`src/rtl/wav_pkg.sv`:
```
// Shared definitions for the 8-sample WAV block interface.
// The packer and the consumer core both use this package.
package wav_pkg;

  localparam int SAMPLE_W = 16;
  localparam int BLOCK_N  = 8;
  localparam int CNT_W    = 32;

  typedef enum logic [1:0] {
    IDLE    = 2'd0,
    FILL    = 2'd1,
    PRESENT = 2'd2,
    DONE    = 2'd3
  } packer_state_t;

endpackage

```
`src/rtl/wav_block_slots.sv`:
```
// Block register file: BLOCK_N sample slots with indexed write and synchronous clear.
// Slot 0 is the oldest sample of the block and drives o_sample1.
module wav_block_slots
  import wav_pkg::*;
#(
  parameter int SAMPLE_W = wav_pkg::SAMPLE_W,
  parameter int BLOCK_N  = wav_pkg::BLOCK_N
) (
  input  logic                i_clk,
  input  logic                i_rst,
  input  logic                i_clr,
  input  logic                i_we,
  input  logic [3:0]          i_idx,
  input  logic [SAMPLE_W-1:0] i_data,
  output logic [SAMPLE_W-1:0] o_sample1,
  output logic [SAMPLE_W-1:0] o_sample2,
  output logic [SAMPLE_W-1:0] o_sample3,
  output logic [SAMPLE_W-1:0] o_sample4,
  output logic [SAMPLE_W-1:0] o_sample5,
  output logic [SAMPLE_W-1:0] o_sample6,
  output logic [SAMPLE_W-1:0] o_sample7,
  output logic [SAMPLE_W-1:0] o_sample8
);

  logic [SAMPLE_W-1:0] r_slot [BLOCK_N];

  // Slot storage: reset and clear take priority over a write.
  always_ff @(posedge i_clk) begin
    for (int i = 0; i < BLOCK_N; i++) begin
      if (i_rst || i_clr) begin
        r_slot[i] <= {SAMPLE_W{1'b0}};
      end else if (i_we && (i_idx == 4'(i))) begin
        r_slot[i] <= i_data;
      end else begin
        r_slot[i] <= r_slot[i];
      end
    end
  end

  assign o_sample1 = r_slot[0];
  assign o_sample2 = r_slot[1];
  assign o_sample3 = r_slot[2];
  assign o_sample4 = r_slot[3];
  assign o_sample5 = r_slot[4];
  assign o_sample6 = r_slot[5];
  assign o_sample7 = r_slot[6];
  assign o_sample8 = r_slot[7];

endmodule

```
`src/rtl/wav_block_packer.sv`:
```
// Packs a valid/ready stream of PCM samples into BLOCK_N-sample blocks, zero-padding
// the final partial block and flagging end of file once load_size samples are delivered.
module wav_block_packer
  import wav_pkg::*;
#(
  parameter int SAMPLE_W = wav_pkg::SAMPLE_W,
  parameter int BLOCK_N  = wav_pkg::BLOCK_N
) (
  input  logic                i_clk,
  input  logic                i_rst,
  input  logic                i_start,
  input  logic [CNT_W-1:0]    i_load_size,
  input  logic                i_in_valid,
  input  logic [SAMPLE_W-1:0] i_in_sample,
  output logic                o_in_ready,
  output logic                o_buffer_load,
  input  logic                i_block_ready,
  output logic [SAMPLE_W-1:0] o_sample1,
  output logic [SAMPLE_W-1:0] o_sample2,
  output logic [SAMPLE_W-1:0] o_sample3,
  output logic [SAMPLE_W-1:0] o_sample4,
  output logic [SAMPLE_W-1:0] o_sample5,
  output logic [SAMPLE_W-1:0] o_sample6,
  output logic [SAMPLE_W-1:0] o_sample7,
  output logic [SAMPLE_W-1:0] o_sample8,
  output logic [3:0]          o_valid_count,
  output logic                o_last_block,
  output logic                o_wav_done
);

  localparam logic [3:0] LP_BLOCK_N = 4'(BLOCK_N);

  packer_state_t    r_state;
  logic [CNT_W-1:0] r_total;
  logic [CNT_W-1:0] r_count;
  logic [3:0]       r_fill;
  logic             r_in_ready;
  logic             r_buffer_load;
  logic             r_last_block;
  logic             r_wav_done;

  logic             w_accept;
  logic             w_handshake;
  logic             w_start_ok;
  logic             w_slot_clr;
  logic [3:0]       w_fill_nxt;
  logic [CNT_W-1:0] w_count_nxt;

  // Handshake decode and slot-clear request; buffer_load is only high in PRESENT.
  always_comb begin
    w_accept    = i_in_valid & r_in_ready;
    w_handshake = r_buffer_load & i_block_ready;
    w_start_ok  = i_start & ((r_state == IDLE) | (r_state == DONE));
    w_fill_nxt  = r_fill + 4'd1;
    w_count_nxt = r_count + CNT_W'(1);
    if (w_start_ok && (i_load_size != {CNT_W{1'b0}})) begin
      w_slot_clr = 1'b1;
    end else if (w_handshake && !r_last_block) begin
      w_slot_clr = 1'b1;
    end else begin
      w_slot_clr = 1'b0;
    end
  end

  // Packer FSM with counters; all flag outputs are registered next to the state.
  always_ff @(posedge i_clk) begin
    if (i_rst) begin
      r_state       <= IDLE;
      r_total       <= {CNT_W{1'b0}};
      r_count       <= {CNT_W{1'b0}};
      r_fill        <= 4'd0;
      r_in_ready    <= 1'b0;
      r_buffer_load <= 1'b0;
      r_last_block  <= 1'b0;
      r_wav_done    <= 1'b0;
    end else begin
      case (r_state)
        IDLE, DONE: begin
          if (w_start_ok) begin
            r_total      <= i_load_size;
            r_count      <= {CNT_W{1'b0}};
            r_fill       <= 4'd0;
            r_last_block <= 1'b0;
            if (i_load_size == {CNT_W{1'b0}}) begin
              r_state    <= DONE;
              r_in_ready <= 1'b0;
              r_wav_done <= 1'b1;
            end else begin
              r_state    <= FILL;
              r_in_ready <= 1'b1;
              r_wav_done <= 1'b0;
            end
          end
        end
        FILL: begin
          if (w_accept) begin
            r_fill  <= w_fill_nxt;
            r_count <= w_count_nxt;
            if ((w_fill_nxt == LP_BLOCK_N) || (w_count_nxt == r_total)) begin
              r_state       <= PRESENT;
              r_in_ready    <= 1'b0;
              r_buffer_load <= 1'b1;
              r_last_block  <= (w_count_nxt == r_total);
            end
          end
        end
        PRESENT: begin
          if (w_handshake) begin
            r_buffer_load <= 1'b0;
            if (r_last_block) begin
              r_state    <= DONE;
              r_wav_done <= 1'b1;
            end else begin
              r_state    <= FILL;
              r_fill     <= 4'd0;
              r_in_ready <= 1'b1;
            end
          end
        end
        default: begin
          r_state       <= IDLE;
          r_in_ready    <= 1'b0;
          r_buffer_load <= 1'b0;
          r_last_block  <= 1'b0;
          r_wav_done    <= 1'b0;
        end
      endcase
    end
  end

  wav_block_slots #(
    .SAMPLE_W (SAMPLE_W),
    .BLOCK_N  (BLOCK_N)
  ) u_slots (
    .i_clk     (i_clk),
    .i_rst     (i_rst),
    .i_clr     (w_slot_clr),
    .i_we      (w_accept),
    .i_idx     (r_fill),
    .i_data    (i_in_sample),
    .o_sample1 (o_sample1),
    .o_sample2 (o_sample2),
    .o_sample3 (o_sample3),
    .o_sample4 (o_sample4),
    .o_sample5 (o_sample5),
    .o_sample6 (o_sample6),
    .o_sample7 (o_sample7),
    .o_sample8 (o_sample8)
  );

  assign o_in_ready    = r_in_ready;
  assign o_buffer_load = r_buffer_load;
  assign o_valid_count = r_fill;
  assign o_last_block  = r_last_block;
  assign o_wav_done    = r_wav_done;

endmodule

```
`config.mk`:
```
export PLATFORM = sky130hd
export DESIGN_NAME = wav_block_packer
export DESIGN_NICKNAME = d
export VERILOG_FILES = /design/src/rtl/wav_pkg.sv /design/src/rtl/wav_block_slots.sv /design/src/rtl/wav_block_packer.sv
export SDC_FILE = /design/constraint.sdc
export NUM_CORES = 1
export LEC_CHECK = 0
export ABC_AREA = 1
export CAP_MARGIN = 15
export CELL_PAD_IN_SITES_DETAIL_PLACEMENT = 0
export CELL_PAD_IN_SITES_GLOBAL_PLACEMENT = 2
export CORE_MARGIN = 4
export CORE_UTILIZATION = 33
export CTS_BUF_LIST = sky130_fd_sc_hd__clkbuf_16
export DETAILED_ROUTE_END_ITERATION = 8
export GPL_TIMING_DRIVEN = 0
export PLACE_DENSITY_LB_ADDON = 0.1
export SETUP_SLACK_MARGIN = 0.02
export SLEW_MARGIN = 5
export SYNTH_ARGS = -nofsm -noshare
export SYNTH_HDL_FRONTEND = slang
export SYNTH_SLANG_ARGS = --single-unit
```
`constraint.sdc`:
```
create_clock -name i_clk -period 7.3 [get_ports i_clk]
set_clock_uncertainty 0.1 [all_clocks]
set_input_delay 1.46 -clock i_clk [delete_from_list [all_inputs] [get_ports i_clk]]
set_output_delay 1.46 -clock i_clk [all_outputs]
set_load 0.01 [all_outputs]
```
==> results of run 1 <==
-- per-layer routing --
metal  global-route usage, %  vias up
met1                    24.5     3622
met3                    3.79       42
met4                    4.78        0
met2                    32.4      235
li1                        -     3969
met5                       0        -
-- cell type report --
class                   count  area share, %
flip-flops and latches    202           42.7
multi-input cells         742           27.8
repair buffers            188           15.1
clock buffers              25           5.02
well taps                 378           3.79
inverters                 115           3.46
clock inverters            17           1.28
plain buffers              29          0.883
-- Yosys cell counts (3+ instances only) --
library cell,n
nand2_4,3
edfxtp_1,128
nor2_1,218
nand2_1,249
ha_1,8
nor2_4,5
nand4_1,5
nor3_1,13
a211oi_1,3
nor2_2,14
dfxtp_1,74
nor4_1,8
nand2_2,10
nand3b_1,12
a21oi_1,57
xor2_1,4
nand3_1,77
inv_1,114
clkbuf_1,27
o21ai_0,37
-- where the power goes --
part / internal, W / total (W) / switching, W
sequential: 0.00153 / 0.00163 / 0.000105
combinational: 0.000520 / 0.00129 / 0.000773
clock: 0.000722 / 0.00121 / 0.000483
total: 0.00277 / 0.00413 / 0.00136
-- per-stage QoR --
step	util [%]	cells
after detailed placement	41.9	1654
after global routing	44.8	1696
after global placement	41.9	1654
after CTS	44.8	1696
final	44.8	1696
after floorplan	-	1088
-- worst max path at each step --
stage	start	end	slack, ps	depth (start not counted)
2_1_floorplan	i_load_size[31]	u_slots.r_slot[1][0]	3650	9
3_3_place_gp	i_load_size[15]	u_slots.r_slot[1][5]	1660	10
3_5_place_dp	i_load_size[15]	u_slots.r_slot[1][57]	2010	10
4_1_cts	i_load_size[15]	u_slots.r_slot[1][56]	2550	10
5_1_grt	i_load_size[15]	u_slots.r_slot[1][50]	2340	10
6_report	i_load_size[15]	u_slots.r_slot[0][23]	2760	10
-- kinds of logic after synthesis --
family          count (synthesis)  share of synthesized area [%]
fa+ha+maj                       8                           1.07
buf+inv                       144                           5.81
simple gates                  621                           28.7
xor+xnor                       10                           1.53
compound gates                103                           5.74
flops                         202                           57.1
-- state kept, by name, summed over array words and instances (netlist names) --
register,cells
u_slots.r_slot,128
r_state,2
o_buffer_load,1
o_valid_count,4
r_count,32
o_in_ready,1
o_wav_done,1
r_total,32
o_last_block,1
-- critical path, cell delays in order --
cell and delay, ps:
clkdlybuf4s50_1 420, nor4_1 530, nand4_1 320, nor2_1 220, nor2_1 90, nand2_1 80
nand2_1 180, inv_1 160, clkbuf_1 410, nand2_1 610
==> summary.md, run 1 <==
| Metric | Value |
|---|---|
| Status | finished, final reports clean |
| Congestion Overflow GR | 0 |
| Area of the mapped netlist | ~9300 um2 |
| Routed wire length on met3 | approximately 2.2 mm |
| Met2 wire len | 14.1 mm |
| Largest area contributor in the netlist | edfxtp_1 |
| Vias in the first global route | 7730 |
| H-tree Lvls | 1 |
| Post-layout power | 0.00413 W |
| Number of gates resized after CTS | 0 |
| DRT Wirelength | 30.0 mm |
| Core footprint | 27900 um2 |
| WHS Path Cells | 2 |
| Synth top area cells | edfxtp_1, dfxtp_1, nand2_1, nor2_1, inv_1 |
| Vias per cell | around 4.6 |
| Fill cells | 2760 |
| Clock transition at path regs | roughly 50 ps |
| Post-synth ARST share | 0% |
| Crit path DAT | between 4000 and 5000 ps |
| Total GRT Usage | 18.9% |
| DRT Pass-1 Iters | 6 |
| Die H | 176 um |
| Power Density | roughly 330 nW/um2 |
| Clock Path Buffers | 3 |
| Initial antenna violation count | 0 |
| Share of cells above drive strength 1 | about 6% |
| Clock root buffer | clkbuf_16 |
| Synth Area per Inst | approximately 8.6 um2 |
| Area share of the largest cell type after synthesis | between 40% and 50% |
| Slew HR | between 30% and 40% |
| Final TNS setup | 0 ps |
| Most frequent cells in the layout | nand2_1, nor2_1, clkdlybuf4s50_1, edfxtp_1, inv_1 |
| Vias | 7868 |
| Uppermost layer routed | met4 |
| # clock sinks | ~200 |
| Worst-Skew Late Latency | 510 ps |
| RSZ-0062 raised after global routing | no |
| FF/Latch Area | roughly 5300 um2 |
| CTS tree | done |
| Final instance area | around 12000 um2 |
| DIE WIDTH | approximately 180 um |
| Hold Path Class | register to register |
| Largest net degree at the start of global routing | 17 |
| Seq/Total Area, Yosys | ~57% |
| Hold_ws | about 370 ps |
| Final hold violation count | 0 |
| Area occupied by multi-input gates | roughly 3500 um2 |
| FF+latch count, synth | between 200 and 250 |
| Drt wl/cell | roughly 18 um |
| Leading cell type in the layout, fill and taps excluded | nand2_1 |
| Cell Rows | 61 |
| Ys Warns | 0 |
| Critical R2R Capture | u_slots.r_slot[0][23] |
| Hold buffers post-CTS | 0 |
| Setup Buffers After CTS | 0 |
| Hold Startpoint | r_total[14] |
| Final ANT Viol Nets | 0 |
| Die area | between 30000 and 40000 um2 |
| Ant diodes | 0 |
| Leakage power | approximately 4.8 nW |
| Distinct cells, synth | 36 |
| Reg-to-reg setup timing slack | about 4300 ps |
| Fmax | ~220 MHz |
| Syn nets | approximately 1100 |
| Critical Path RT | between 7000 and 8000 ps |
| VDD IR max | between 0.00015 and 0.0002 V |
| Slew Viols, Final | 0 |
| Post-Place Cell Area | approximately 12000 um2 |
| Hold worst-path end | r_total[14] |
| Max-cap viol count | 0 |
| Crit path time final | 4540 ps |
| Setup crit start kind | input pin |
| DP Worst Slack | roughly 2000 ps |
| Port-buffer cells | about 190 |
| First-pass GRT wire length | approximately 45 mm |
| Crit Path Category | input pin to register |
| CP Capture Type | register |
| Setup Viol. Count Final | 0 |
| DRC violations left | 0 |
| Fin worst setup slack | approximately 2800 ps |
| Final period util | between 60% and 70% |
| DP Wirelength | roughly 23 mm |
| Starting DRT DRC Count | 600 |
| Top FF cell, synth | edfxtp_1 |
| Placer Congestion | ~0.8 |
| Fin nets | around 1400 |
| Worst Tran Pin Value | 901 ps |
| Reg2Reg Depth | 9 |
| Total CTS buffers | 24 |
| M1 wire length | roughly 13 mm |
| Starting density of the core | between 30% and 40% |
| Syn-to-layout area delta | 33.7% |
| IO Pins | approximately 190 |
| CP Max Fanout | 16 |
| EDFF count, synth | about 130 |
| Cells after Synth | around 1100 |
| R2r startpoint | r_state[0] |
No activity file was read; power rests on OpenSTA's default activity.
==> inputs of run 2 (changes only) <==
--- a/config.mk
+++ b/config.mk
@@ -10,7 +10,7 @@
 export CELL_PAD_IN_SITES_DETAIL_PLACEMENT = 0
 export CELL_PAD_IN_SITES_GLOBAL_PLACEMENT = 2
 export CORE_MARGIN = 4
-export CORE_UTILIZATION = 33
+export CORE_UTILIZATION = 28
 export CTS_BUF_LIST = sky130_fd_sc_hd__clkbuf_16
 export DETAILED_ROUTE_END_ITERATION = 8
 export GPL_TIMING_DRIVEN = 0
==> constraint.sdc (replaced) <==
create_clock -name i_clk -period 3.8 [get_ports i_clk]
set_clock_uncertainty 0.1 [all_clocks]
set_input_delay 0.76 -clock i_clk [delete_from_list [all_inputs] [get_ports i_clk]]
set_output_delay 0.76 -clock i_clk [all_outputs]
set_load 0.01 [all_outputs]
==> summary.md, run 2 (synthesized netlist as in run 1, its figures left out) <==
| Metric | Value |
|---|---|
| R2r startpoint | r_count[0] |
| Clock Path Buffers | 3 |
| Setup crit start kind | input pin |
| Crit Path Category | input pin to register |
| RSZ-0062 raised after global routing | yes |
| Post-layout power | approximately 0.0080 W |
| Leakage power | approximately 4.8 nW |
| Starting density of the core | between 20 and 30% |
| Final instance area | roughly 13000 um2 |
| Slew Viols, Final | 0 |
| WHS Path Cells | 2 |
| H-tree Lvls | 1 |
| Reg-to-reg setup timing slack | 910 ps |
| Die area | around 36000 um2 |
| # clock sinks | ~200 |
| Fmax | around 290 MHz |
| CTS tree | done |
| Cell Rows | between 60 and 70 |
| Largest Register | u_slots.r_slot |
| Critical R2R Capture | r_state[0] |
| Vias per cell | 4.47 |
| Worst-Skew Late Latency | 520 ps |
| Status | finished, final reports clean |
| Crit path DAT | 3540 ps |
| Crit path time final | roughly 3500 ps |
| Initial antenna violation count | 0 |
| Post-Place Cell Area | 11800 um2 |
| Clock root buffer | clkbuf_16 |
| Final Non-Filler Cells | about 1800 |
| Final period util | 91.7% |
| Hold Startpoint | r_total[14] |
| Final TNS setup | 0 ps |
| DIE WIDTH | about 190 um |
| Slew HR | 45.5% |
| Port-buffer cells | between 150 and 200 |
| Starting DRT DRC Count | about 340 |
| Vias in the first global route | roughly 7800 |
| Power Density | between 600 and 700 nW/um2 |
| Largest register FFs | between 100 and 150 |
| DRT Pass-1 Iters | 5 |
| Setup Viol. Count Final | 0 |
| Leading cell type in the layout, fill and taps excluded | nand2_1 |
| Reg2Reg Depth | 16 |
| Ant diodes | 0 |
| DRC violations left | 0 |
| Congestion Overflow GR | 0 |
| Worst Tran Pin Value | just over 800 ps |
| Placed insts | about 1700 |
| Hold worst-path end | r_total[14] |
| Core footprint | around 33000 um2 |
| Total CTS buffers | 25 |
| Max-cap viol count | 0 |
| Final hold violation count | 0 |
| Hold Path Class | register to register |
| Share of cells above drive strength 1 | between 6 and 7% |
| Syn-to-layout area delta | 35.2% |
| Critical Path RT | 3850 ps |
| Clock transition at path regs | around 60 ps |
| Most frequent cells in the layout | nand2_1, nor2_1, clkdlybuf4s50_1, edfxtp_1, inv_1 |
| Placer Congestion | just over 0.8 |
| Drt wl/cell | 18.0 um |
| IO Pins | ~190 |
| First-pass GRT wire length | about 47 mm |
| Die H | approximately 190 um |
| Hold_ws | around 370 ps |
| Final ANT Viol Nets | 0 |
| Setup Buffers After CTS | 0 |
| Fin nets | about 1400 |
| CP Max Fanout | 16 |
| Largest net degree at the start of global routing | 17 |
| Worst setup startpoint | i_load_size[27] |
| CP Capture Type | register |
| DP Wirelength | between 20 and 25 mm |
| DRT Wirelength | between 30 and 40 mm |
| Top flop regs | u_slots.r_slot: 128 flops, r_count: 32 flops, r_total: 32 flops |
| Fill cells | between 3000 and 4000 |
| VDD IR max | approximately 0.00025 V |
| Vias | 7882 |
| Total GRT Usage | between 10% and 20% |
-- run 2: changes by cell type in the layout (fill, tap and decap cells not counted), moves of 2 or more --
cell        delta
clkinvlp_4     -3
inv_1          +4
inv_2          +3
nand2_1        -7
nand2_2        +7
nor4_1         -2
-- run 2: stage by stage --
step | setup WS, ps | util [%]
finish | 315 | 38.5
global placement | -1640 | 36.0
global route | 9.97 | 38.5
CTS | 99.9 | 38.5
detailed placement | -1210 | 36.0
floorplan | 851 | -
-- run 2: critical path, stage by stage --
cell and delay, ps:
clkdlybuf4s50_1 460, nor4_1 440, nand4_1 240, nor2_1 330
nor2_1 120, nand2_1 100, nand2_1 210, inv_1 180
clkbuf_2 330, nand2_2 360
-- run 2: report_power, final --
part	switching (W)	internal [W]
sequential	0.000195	0.00293
combinational	0.00154	0.00101
clock	0.000937	0.00139
total	0.00267	0.00533
-- run 2: worst max path at each step --
| stage | endpoint | slack, ps | depth (start not counted) |
|---|---|---|---|
| finish | u_slots.r_slot[1][42] | 310 | 10 |
| global route | u_slots.r_slot[0][21] | 10 | 10 |
| detailed placement | u_slots.r_slot[1][37] | -1210 | 10 |
| CTS | u_slots.r_slot[1][42] | 100 | 10 |
| floorplan | u_slots.r_slot[1][0] | 850 | 9 |
| global placement | u_slots.r_slot[1][3] | -1640 | 10 |
-- run 2: layout make-up --
cell class	instances	area, um2	area share, %
Sequential cell	202	5330	42.2
Multi-Input combinational cell	742	3500	27.8
Timing Repair Buffer	189	1900	15.0
Clock buffer	25	626	4.96
Tap cell	442	553	4.39
Inverter	115	432	3.42
Clock inverter	20	160	1.27
Buffer	29	111	0.883
-- run 2: layer usage --
metal  wire [um]  vias to the layer above  GRT usage (%)  share of wire [%]
li1            -                     3985              -                  -
met3        1950                       30           2.62                6.2
met5           0                        -              0                  0
met4         368                        0           2.96                1.2
met1       14300                     3659           22.5                 45
met2       15100                      208           29.9                 48
-- run 2: repair_timing --
item | CTS | global route
setup endpoints to repair | 146 | 123
hold buffers | 0 | 0
resized for setup | 10 | 1
==> inputs of run 3 (changes only) <==
--- a/config.mk
+++ b/config.mk
@@ -9,9 +9,9 @@
 export CAP_MARGIN = 15
 export CELL_PAD_IN_SITES_DETAIL_PLACEMENT = 0
 export CELL_PAD_IN_SITES_GLOBAL_PLACEMENT = 2
-export CORE_MARGIN = 4
 export CORE_UTILIZATION = 28
 export CTS_BUF_LIST = sky130_fd_sc_hd__clkbuf_16
+export CTS_CLUSTER_DIAMETER = 120
 export DETAILED_ROUTE_END_ITERATION = 8
 export GPL_TIMING_DRIVEN = 0
 export PLACE_DENSITY_LB_ADDON = 0.1
==> summary.md, run 3 (synthesized netlist as in run 1, its figures left out) <==
| Metric | Value |
|---|---|
| Status | finished, final reports clean |
| Port-buffer cells | approximately 190 |
| First-pass GRT wire length | between 40 and 50 mm |
| DP Wirelength | about 24 mm |
| RSZ-0062 raised after global routing | no |
| Die area | 34000 um2 |
| DIE WIDTH | 184 um |
| Placer Congestion | 0.791 |
| Final instance area | about 13000 um2 |
| CP Max Fanout | 16 |
| Final Non-Filler Cells | roughly 1800 |
| Vias | between 7000 and 8000 |
| Fmax | 295 MHz |
| Placed insts | between 1500 and 2000 |
| Crit path time final | 3400 ps |
| VDD IR max | 0.000273 V |
| Max-cap viol count | 0 |
| Critical Path RT | between 3000 and 4000 ps |
| CTS tree | done |
| Clock root buffer | clkbuf_16 |
| Fin nets | approximately 1400 |
| Final Core Density | between 30 and 40% |
| Final TNS setup | 0 ps |
| Largest Register | u_slots.r_slot |
| Worst Tran Pin Value | between 800 and 900 ps |
| # clock sinks | around 200 |
| Starting density of the core | 28.6% |
| Slew Viols, Final | 0 |
| Int Power | between 0.005 and 0.006 W |
| Final period util | roughly nine tenths |
| DRC violations left | 0 |
| Combinational share of power | 31.9% |
| Switch Pwr | 0.00267 W |
| Worst-Skew Late Latency | approximately 520 ps |
| Power Density | ~630 nW/um2 |
| Starting DRT DRC Count | 471 |
| Setup Viol. Count Final | 0 |
| Net Sw Frac | approximately a third |
| Post-Place Cell Area | 11800 um2 |
| Most frequent cells in the layout | nand2_1, nor2_1, clkdlybuf4s50_1, edfxtp_1, inv_1 |
| Slew HR | 41.0% |
| Hold Startpoint | r_total[30] |
| Critical R2R Capture | r_state[0] |
| Clock Path Buffers | 3 |
| Hold buffers post-CTS | 0 |
| Die H | between 150 and 200 um |
| Congestion Overflow GR | 0 |
| Final hold violation count | 0 |
| DRT Wirelength | about 31 mm |
| Cell Rows | between 60 and 70 |
| Total GRT Usage | between 10% and 20% |
| Hold Path Class | register to register |
| IO Pins | about 190 |
| Clock transition at path regs | 60 ps |
| Clock group share of total power | between 20% and 30% |
| Leakage power | around 4.8 nW |
| Crit path DAT | about 3500 ps |
| H-tree Lvls | 1 |
| Crit Path Category | input pin to register |
| Sequential Power Share | between 30% and 40% |
| Largest register FFs | ~130 |
| Vias in the first global route | approximately 7800 |
| CP Capture Type | register |
| Ant diodes | 0 |
| Total CTS buffers | 25 |
| Hold worst-path end | r_total[30] |
| DRT Pass-1 Iters | 5 |
| Reg2Reg Depth | 16 |
| Setup Buffers After CTS | 0 |
| Vias per cell | 4.50 |
| Drt wl/cell | around 18 um |
| Reg-to-reg setup timing slack | between 800 and 900 ps |
| Post-layout power | ~0.008 W |
| Initial antenna violation count | 0 |
| Final ANT Viol Nets | 0 |
| Top flop regs | u_slots.r_slot: 128 flops, r_count: 32 flops, r_total: 32 flops |
| R2r startpoint | r_count[0] |
| Leading cell type in the layout, fill and taps excluded | nand2_1 |
| Setup crit start kind | input pin |
| Syn-to-layout area delta | 34.7% |
| Share of cells above drive strength 1 | around 6.4% |
| WHS Path Cells | 2 |
| Core footprint | 32600 um2 |
| Largest net degree at the start of global routing | 17 |
| Fill cells | approximately 3400 |
## run 3: how the worst max path moves through the flow
stage	depth (start not counted)	startpoint	end
finish	10	i_load_size[23]	u_slots.r_slot[1][25]
global route	10	i_load_size[11]	u_slots.r_slot[1][25]
CTS	10	i_load_size[12]	u_slots.r_slot[1][35]
detailed placement	10	i_load_size[12]	u_slots.r_slot[1][37]
global placement	10	i_load_size[23]	u_slots.r_slot[1][13]
floorplan	9	i_load_size[31]	u_slots.r_slot[1][0]
## run 3: worst max-delay path, cell delays in order
cell	delay [ps]
clkdlybuf4s50_1	410
nor4_1	430
nand4_1	300
nor2_1	280
nor2_1	100
nand2_1	90
nand2_1	210
inv_1	180
clkbuf_2	330
nand2_2	360
## run 3: power groups by stage
stage / sequential, W / clock (W) / combinational (W)
global placement: 0.00318 / 0 / 0.00258
finish: 0.00313 / 0.00228 / 0.00253
global route: 0.00319 / 0.00244 / 0.00279
floorplan: 0.00335 / 0 / 0.000994
CTS: 0.00314 / 0.00234 / 0.00258
detailed placement: 0.00319 / 0 / 0.00258
## run 3: what timing repair did
item	CTS	global route
gates resized for setup	0	9
endpoints found under the setup margin	112	112
endpoints found under the hold margin	0	0
## run 3: metal layers
metal  share of wire (%)  GRT usage (%)  wire, um  vias up
met1                  46           25.9     14600     3692
met3                 6.0           2.59      1880       24
met4                 1.1           3.23       338        0
li1                    -              -         -     3999
met5                   0              0         0        -
met2                  46           31.6     14600      221
## run 3: cell type report
cell class | count | area [um2] | area share [%]
Sequential cell | 202 | 5330 | 42.4
Multi-Input combinational cell | 742 | 3480 | 27.7
Timing Repair Buffer | 188 | 1880 | 15.0
Clock buffer | 25 | 626 | 4.98
Tap cell | 442 | 553 | 4.40
Inverter | 115 | 432 | 3.44
Clock inverter | 21 | 150 | 1.20
Buffer | 29 | 111 | 0.887
## run 3: metrics by stage
step | hold slack, ps | setup slack, ps
floorplan | 344 | 851
global placement | 363 | -1100
detailed placement | 368 | -663
CTS | 376 | -128
global route | 400 | 189
finish | 370 | 405
